File: config.mk
export PLATFORM = sky130hd
export DESIGN_NAME = micro_sequencer
export DESIGN_NICKNAME = d
export VERILOG_FILES = /design/src/rtl/micro_sequencer.sv
export SDC_FILE = /design/constraint.sdc
export NUM_CORES = 1
export LEC_CHECK = 0
export ABC_CLOCK_PERIOD_IN_PS = 3120
export CAP_MARGIN = 20
export CORE_ASPECT_RATIO = 0.9
export CORE_MARGIN = 5
export CORE_UTILIZATION = 40
export DETAILED_ROUTE_END_ITERATION = 10
export PLACE_DENSITY = 0.84
export SLEW_MARGIN = 30
export SYNTH_ARGS = -nofsm -noshare
export SYNTH_HDL_FRONTEND = slang
export SYNTH_SLANG_ARGS = --single-unit
File: constraint.sdc
create_clock -name clk -period 3.12 [get_ports clk]
set_input_delay 0.312 -clock clk [delete_from_list [all_inputs] [get_ports clk]]
set_output_delay 0.312 -clock clk [all_outputs]
set_load 0.1 [all_outputs]
File: src/rtl/micro_sequencer.sv
// micro_sequencer -- next-address generator for the microprogrammed control unit.
//
// Holds the microprogram counter (upc), decodes the sequencing op of the
// current microword and drives addr/jmpc into the external MPC select mux.
// The mux result comes back on mpc_in and becomes the next upc.
//
// Optional feature macro: USEQ_STACK_EN enables the CALL/RET return stack.
// Without it CALL acts as JMP, RET acts as SEQ and stk_err is tied low.
//
// Ports:
//   clk, rst_n  clock, asynchronous active-low reset
//   mpc_in      next address selected by the MPC mux
//   uw_next     next-address field of the current microword
//   uw_op       sequencing op (0 SEQ,1 JMP,2 BRZ,3 BRNZ,4 DISPATCH,5 CALL,6 RET,7 HALT)
//   z           ALU zero flag for the current microcycle
//   stall       freezes all state while high
//   resume      single-cycle pulse that leaves HALT
//   addr, jmpc  to the MPC mux (jmpc=1 selects IR)
//   upc         registered control-store address
//   halted      high while in HALT
//   stk_err     sticky stack overflow/underflow flag
module micro_sequencer #(
  parameter int ADDR_W      = 8,
  parameter int STACK_DEPTH = 4
) (
  input  logic              clk,
  input  logic              rst_n,
  input  logic [ADDR_W-1:0] mpc_in,
  input  logic [ADDR_W-1:0] uw_next,
  input  logic [2:0]        uw_op,
  input  logic              z,
  input  logic              stall,
  input  logic              resume,
  output logic [ADDR_W-1:0] addr,
  output logic              jmpc,
  output logic [ADDR_W-1:0] upc,
  output logic              halted,
  output logic              stk_err
);

  typedef enum logic {RUN = 1'b0, HALT = 1'b1} state_t;

  localparam logic [2:0] OP_SEQ  = 3'd0, OP_JMP  = 3'd1, OP_BRZ  = 3'd2, OP_BRNZ = 3'd3,
                         OP_DISP = 3'd4, OP_CALL = 3'd5, OP_RET  = 3'd6, OP_HALT = 3'd7;

  state_t            state, state_nx;
  logic [ADDR_W-1:0] inc;

  assign inc    = upc + ADDR_W'(1);  // wraps naturally at 2^ADDR_W
  assign halted = (state == HALT);

`ifdef USEQ_STACK_EN
  localparam int SP_W = $clog2(STACK_DEPTH + 1);

  logic [STACK_DEPTH-1:0][ADDR_W-1:0] stk;
  logic [SP_W-1:0]                    sp;   // number of valid entries
  logic [ADDR_W-1:0]                  tos;
  logic                               full, empty, push, pop, err_set;

  assign full  = (sp == SP_W'(STACK_DEPTH));
  assign empty = (sp == '0);

  // Top-of-stack read as a select loop so an empty pointer never indexes out of range.
  always_comb begin
    tos = '0;
    for (int i = 0; i < STACK_DEPTH; i++)
      if (SP_W'(i + 1) == sp) tos = stk[i];
  end
`endif

  // Next-address decode. addr never depends on mpc_in, so the loop through the
  // external mux stays a single combinational pass.
  always_comb begin
    addr     = inc;
    jmpc     = 1'b0;
    state_nx = state;
`ifdef USEQ_STACK_EN
    push     = 1'b0;
    pop      = 1'b0;
    err_set  = 1'b0;
`endif
    if (state == HALT) begin
      addr = upc;
      if (resume) state_nx = RUN;
    end else begin
      case (uw_op)
        OP_SEQ:  addr = inc;
        OP_JMP:  addr = uw_next;
        OP_BRZ:  addr = z ? uw_next : inc;
        OP_BRNZ: addr = z ? inc : uw_next;
        OP_DISP: jmpc = 1'b1;              // addr stays inc, ignored by the mux
        OP_CALL: begin
          addr = uw_next;                  // jump is taken even if the push is dropped
`ifdef USEQ_STACK_EN
          if (full) err_set = 1'b1;
          else      push    = 1'b1;
`endif
        end
        OP_RET: begin
`ifdef USEQ_STACK_EN
          if (empty) err_set = 1'b1;       // underflow falls through to inc
          else begin
            addr = tos;
            pop  = 1'b1;
          end
`endif
        end
        OP_HALT: begin
          addr     = upc;
          state_nx = HALT;
        end
        default: addr = inc;
      endcase
    end
  end

  always_ff @(posedge clk or negedge rst_n) begin
    if (!rst_n) begin
      state <= RUN;
      upc   <= '0;
    end else if (!stall) begin
      state <= state_nx;
      if (state == RUN)  upc <= mpc_in;
      else if (resume)   upc <= '0;
    end
  end

`ifdef USEQ_STACK_EN
  // Push/pop share the edge that loads upc; stall defers them untouched.
  always_ff @(posedge clk or negedge rst_n) begin
    if (!rst_n) begin
      sp      <= '0;
      stk     <= '0;
      stk_err <= 1'b0;
    end else if (!stall) begin
      if (err_set) stk_err <= 1'b1;
      if (push) begin
        for (int i = 0; i < STACK_DEPTH; i++)
          if (SP_W'(i) == sp) stk[i] <= inc;
        sp <= sp + SP_W'(1);
      end else if (pop) begin
        sp <= sp - SP_W'(1);
      end
    end
  end
`else
  assign stk_err = 1'b0;
`endif

endmodule

==> impl_metrics.env, run 1 <==
export IMPL_antenna_found_initial=0
export IMPL_worst_clock_skew_ns=0.00420
export IMPL_synth_edf_count=0
export IMPL_max_vdd_ir_drop_mv=0.408
export IMPL_overflow=0
export IMPL_diodes=0
export IMPL_gp_congestion=0.840
export IMPL_final_common_cell="clkdlybuf4s50_1"
export IMPL_post_cts_buffers=0
export IMPL_synth_distinct_cells=40
export IMPL_yosysWarnings=0
export IMPL_synth_top_area_share_pct=30.7
export IMPL_setup_viol=0
export IMPL_die_w_um=55.2
export IMPL_hpwl_um=1740
export IMPL_critPathArrivalTime_ns=2.21
export IMPL_cpPeakStageDelay_ns=0.70
export IMPL_drv_cap=0
export IMPL_hold_viol_final=0
export IMPL_drt_iter0_markers=11
export IMPL_num_rows=14
export IMPL_async_reset_ff_share_pct=100
export IMPL_clock_sinks=9
export IMPL_fmax_mhz=397
export IMPL_tritoncts="yes"
export IMPL_worst_pin_slew_ns=0.966
export IMPL_cp_start_kind="input pin"
export IMPL_crit_path_top_delay_cell="clkdlybuf4s50_1"
export IMPL_cts_resized=0
export IMPL_setup_tns_ns=0
export IMPL_drive_gt1_share_pct=22.8
export IMPL_grt_pass1_vias=775
export IMPL_power_leakage_uw=0.000541
export IMPL_synth_area_um2=734
export IMPL_critPathMaxFanout=10
export IMPL_synth_seq_cells=9
export IMPL_synth_avg_cell_area_um2=9.07
export IMPL_cp_buffers_inverters=2
export IMPL_slew_headroom_pct=35.4
export IMPL_path_class="input pin to output pin"
export IMPL_cp_required_ns=2.81
export IMPL_area_growth_pct=71.4
export IMPL_root_buffer="clkbuf_4"
export IMPL_die_y_um=50.7
export IMPL_finalWorstSetupSlack_ns=0.600
export IMPL_drc=0
export IMPL_ys_flop_type="dfrtp_1"
export IMPL_endpoint_kind="output pin"
export IMPL_status="completed"
export IMPL_min_period_ns=2.52
export IMPL_die_area_um2=2790
export IMPL_min_period_over_period_pct=80.8
export IMPL_syn_num_nets=106
export IMPL_ant_nets=0
export IMPL_vias=814
export IMPL_grtUsageTotal_pct=16.4
export IMPL_place_ws_ns=0.598
export IMPL_ys_seq_area_share_pct=30.7
export IMPL_totalWireLength_um=2120
export IMPL_worstHoldPathType="input pin to asynchronous set/reset pin"
export IMPL_total_power_uw=773
export IMPL_drt_vias_per_instance=5.54
export IMPL_cpLargestDelayFamily="buffers and inverters"
export IMPL_synthTopCellsByArea="dfrtp_1 31%, a22o_1 9.5%, a221o_1 4.1%"
export IMPL_drv_slew=0
export IMPL_nNetsFinal=149
export IMPL_core_um2=1720
export IMPL_clockBufferDepth=2
export IMPL_htree_levels=1
export IMPL_initial_utilization_pct=42.8
export IMPL_layout_common_cells="24 x clkdlybuf4s50_1, 9 x dfrtp_1, 9 x buf_4"
export IMPL_cts_inserted_buffers=3
export IMPL_cp_cell_sequence="clkdlybuf4s50_1 > or3b_4 > a31o_1 > o32a_2 > o21ai_2 > buf_12"
export IMPL_cts_clk_slew_worst_paths_ns=0.06
export IMPL_wl_per_cell_um=14.4
export IMPL_cts_hold_buf=0
export IMPL_yosysTopAreaCell="dfrtp_1"
export IMPL_numPortBuffers=41
export IMPL_insertion_delay_ns=0.26
export IMPL_first_pass_iters=4
export IMPL_rsz0062_at_grt="false"
export IMPL_ios=43
export IMPL_grt_max_degree=14
export IMPL_grt_pass1_wl_um=3410
export IMPL_netlist_instances=81
export IMPL_power_density_nw_per_um2=614
registers in the layout, summed over array words and instances, names as in the netlist:
name,count
halted,1
upc,8
layout make-up:
| class | count | area (um^2) |
|---|---|---|
| repair buffers | 41 | 468 |
| flip-flops and latches | 9 | 225 |
| multi-input cells | 62 | 483 |
| fillers | 154 | 458 |
| well taps | 24 | 30.0 |
| inverters | 7 | 26.3 |
| clock buffers | 4 | 26.3 |
cell families (layout without fill, tap and decap cells):
logic type / Yosys count / count (layout) / share of synthesized area, %
multiplexers: 1 / 1 / 1.36
AND/OR/NAND/NOR: 27 / 27 / 21.8
other: 1 / 1 / 0.511
adder cells (fa/ha/maj): 1 / 1 / 1.70
buffers and inverters: 10 / 52 / 6.64
AO/OA/AOI/OAI: 30 / 30 / 34.9
XOR/XNOR: 2 / 2 / 2.39
flip-flops: 9 / 9 / 30.7
synth_stat cells, drive strengths merged, types with 2 or more instances:
master and n:
buf 2, a22o 8, o32a 2, nand3 4
nor2 3, a21oi 3, o21ai 5, dfrtp 9
inv 7, a221o 3, nand2 7, or3 3
routing by layer:
layer  vias up  routed length [um]  GRT usage, %
met3         4                 124          2.66
li1        403                   -             -
met1       381                 935          21.6
met5         -                   0             0
met4         0                  41          7.29
met2        26                1020          25.8
final timing paths:
path                                    startpoint                  to  slack, ns  cells after the start
worst max-delay path                      uw_op[0]             addr[7]       0.60                      6
worst min-delay path                         rst_n  upc[5]$_DFFE_PN0P_       0.34                      1
worst max register to register  halted$_DFFE_PN0N_  upc[5]$_DFFE_PN0P_       1.82                      2
worst min register to register  upc[7]$_DFFE_PN0P_  upc[7]$_DFFE_PN0P_       0.55                      1
max in group asynchronous                    rst_n  halted$_DFFE_PN0N_       2.50                      1
min in group clk                upc[7]$_DFFE_PN0P_  upc[7]$_DFFE_PN0P_       0.55                      1
power breakdown:
group | switching [uW] | leakage (uW) | total, uW | internal, uW
clock network | 38.7 | 0.0000150 | 87.9 | 49.2
registers | 31.7 | 0.000112 | 164 | 132
logic | 353 | 0.000414 | 522 | 168
total | 424 | 0.000541 | 773 | 350
through the flow:
stage / hold slack, ns / instances / utilization (%) / instance area (um^2)
after floorplan: 0.0164 / 81 / - / 757
after global placement: 0.546 / 143 / 71.8 / 1230
after detailed placement: 0.544 / 143 / 71.8 / 1230
after CTS: 0.349 / 147 / 73.3 / 1260
after global routing: 0.376 / 147 / 73.3 / 1260
final: 0.340 / 147 / 73.3 / 1260
Power figures use the tool's default switching activity.
==> inputs of run 2 (changes only) <==
--- a/config.mk
+++ b/config.mk
@@ -5,13 +5,13 @@
 export SDC_FILE = /design/constraint.sdc
 export NUM_CORES = 1
 export LEC_CHECK = 0
-export ABC_CLOCK_PERIOD_IN_PS = 3120
+export ABC_CLOCK_PERIOD_IN_PS = 2500
 export CAP_MARGIN = 20
 export CORE_ASPECT_RATIO = 0.9
 export CORE_MARGIN = 5
-export CORE_UTILIZATION = 40
+export CORE_UTILIZATION = 37
 export DETAILED_ROUTE_END_ITERATION = 10
-export PLACE_DENSITY = 0.84
+export PLACE_DENSITY = 0.79
 export SLEW_MARGIN = 30
 export SYNTH_ARGS = -nofsm -noshare
 export SYNTH_HDL_FRONTEND = slang
==> constraint.sdc (replaced) <==
create_clock -name clk -period 2.5 [get_ports clk]
set_input_delay 0.25 -clock clk [delete_from_list [all_inputs] [get_ports clk]]
set_output_delay 0.25 -clock clk [all_outputs]
set_load 0.1 [all_outputs]
==> impl_metrics.env, run 2 (same netlist as run 1, synthesis figures left out) <==
export IMPL_totalWireLength_um=2240
export IMPL_largest_register="upc"
export IMPL_critPathMaxFanout=6
export IMPL_num_rows=15
export IMPL_total_power_uw=979
export IMPL_endpoint_kind="output pin"
export IMPL_cts_inserted_buffers=3
export IMPL_insertion_delay_ns=0.26
export IMPL_root_buffer="clkbuf_4"
export IMPL_rr_worst_depth=2
export IMPL_drt_iter0_markers=22
export IMPL_grt_pass1_vias=801
export IMPL_critPathArrivalTime_ns=2.09
export IMPL_fmax_mhz=427
export IMPL_core_um2=1900
export IMPL_ant_nets=0
export IMPL_switching_share_pct=54.7
export IMPL_worstHoldPathType="input pin to asynchronous set/reset pin"
export IMPL_crit_path_top_delay_cell="clkdlybuf4s50_1"
export IMPL_fillCellCount=152
export IMPL_cp_required_ns=2.25
export IMPL_overflow=0
export IMPL_power_density_nw_per_um2=757
export IMPL_grtUsageTotal_pct=15.0
export IMPL_clock_sinks=9
export IMPL_p_sw_uw=536
export IMPL_layout_common_cells="23 x clkdlybuf4s50_1, 10 x buf_4, 9 x buf_12"
export IMPL_drv_cap=0
export IMPL_ff2ff_setup_slack_ns=1.24
export IMPL_final_common_cell="clkdlybuf4s50_1"
export IMPL_worst_clock_skew_ns=0.00472
export IMPL_grt_max_degree=14
export IMPL_largest_reg_flops=8
export IMPL_die_y_um=52.3
export IMPL_setup_viol=0
export IMPL_p_clk_share_pct=11.1
export IMPL_drt_vias_per_instance=5.58
export IMPL_drc=0
export IMPL_setup_tns_ns=0
export IMPL_path_class="input pin to output pin"
export IMPL_cts_hold_buf=0
export IMPL_status="completed"
export IMPL_final_core_utilization_pct=68.3
export IMPL_die_area_um2=2980
export IMPL_cp_start_kind="input pin"
export IMPL_power_internal_uw=443
export IMPL_worst_pin_slew_ns=0.490
export IMPL_antenna_found_initial=0
export IMPL_clockBufferDepth=2
export IMPL_hold_viol_final=0
export IMPL_tritoncts="yes"
export IMPL_cts_resized=0
export IMPL_drv_slew=0
export IMPL_nNetsFinal=150
export IMPL_dp_cells=145
export IMPL_cp_cell_sequence="clkdlybuf4s50_1 > nand3b_1 > mux2i_1 > nor2_1 > a221o_1 > buf_12"
export IMPL_cpPeakStageDelay_ns=0.56
export IMPL_hpwl_um=1850
export IMPL_min_period_ns=2.34
export IMPL_first_pass_iters=4
export IMPL_ios=43
export IMPL_rsz0062_at_grt="false"
export IMPL_slew_headroom_pct=66.4
export IMPL_cpLargestDelayFamily="buffers and inverters"
export IMPL_final_cells=149
export IMPL_area_growth_pct=76.1
export IMPL_cts_clk_slew_worst_paths_ns=0.06
export IMPL_cp_buffers_inverters=2
export IMPL_htree_levels=1
export IMPL_vias=831
export IMPL_power_leakage_uw=0.000546
export IMPL_seq_power_share_pct=21.2
export IMPL_r2r_start="halted$_DFFE_PN0N_"
export IMPL_post_cts_buffers=0
export IMPL_grt_pass1_wl_um=3570
export IMPL_die_w_um=57.0
export IMPL_initial_utilization_pct=38.7
export IMPL_reg2reg_to="upc[7]$_DFFE_PN0P_"
export IMPL_min_period_over_period_pct=93.7
export IMPL_holdWs_ns=0.277
export IMPL_max_vdd_ir_drop_mv=0.478
export IMPL_pwr_share_comb_pct=67.8
export IMPL_wl_per_cell_um=15.1
export IMPL_gp_congestion=0.877
export IMPL_numPortBuffers=41
export IMPL_diodes=0
export IMPL_drive_gt1_share_pct=29.0
[run 2: worst max path at each step]
| stage | from | to | slack (ns) | depth (start not counted) |
|---|---|---|---|---|
| after floorplan | upc[0]$_DFFE_PN0P_ | addr[2] | -0.15 | 3 |
| after global placement | uw_op[2] | addr[0] | 0.22 | 6 |
| after detailed placement | uw_op[2] | addr[0] | 0.16 | 6 |
| after CTS | uw_op[2] | addr[0] | 0.16 | 6 |
| after global routing | uw_op[2] | addr[0] | 0.06 | 6 |
| final | uw_op[2] | addr[0] | 0.16 | 6 |
[run 2: metal layers]
layer  track usage, %  vias up  share of wire (%)
li1                 -      406                  -
met1             18.8      385                 43
met2             24.7       38                 49
met3             3.94        2                8.0
met4             5.79        0               0.27
met5                0        -                  0
[run 2: power by group through the flow]
| stage | Combinational, uW | Clock (uW) | Sequential, uW |
|---|---|---|---|
| 3_3_place_gp | 659 | 0 | 208 |
| 5_1_grt | 684 | 120 | 212 |
| 6_report | 663 | 108 | 207 |
| 4_1_cts | 667 | 114 | 206 |
| 3_5_place_dp | 666 | 0 | 209 |
| 2_1_floorplan | 318 | 0 | 335 |
[run 2: cell type report]
class,instances,area (um^2),area share (%)
multi-input cells,62,494,38.2
repair buffers,42,485,37.5
flip-flops and latches,9,230,17.8
well taps,25,31.3,2.42
clock buffers,4,26.3,2.03
inverters,7,26.3,2.03
[run 2: metrics by stage]
stage | area (um^2) | worst slack, ns
global placement | 1270 | 0.217
global route | 1290 | 0.0645
CTS | 1290 | 0.159
detailed placement | 1270 | 0.156
finish | 1290 | 0.157
floorplan | 773 | -0.148
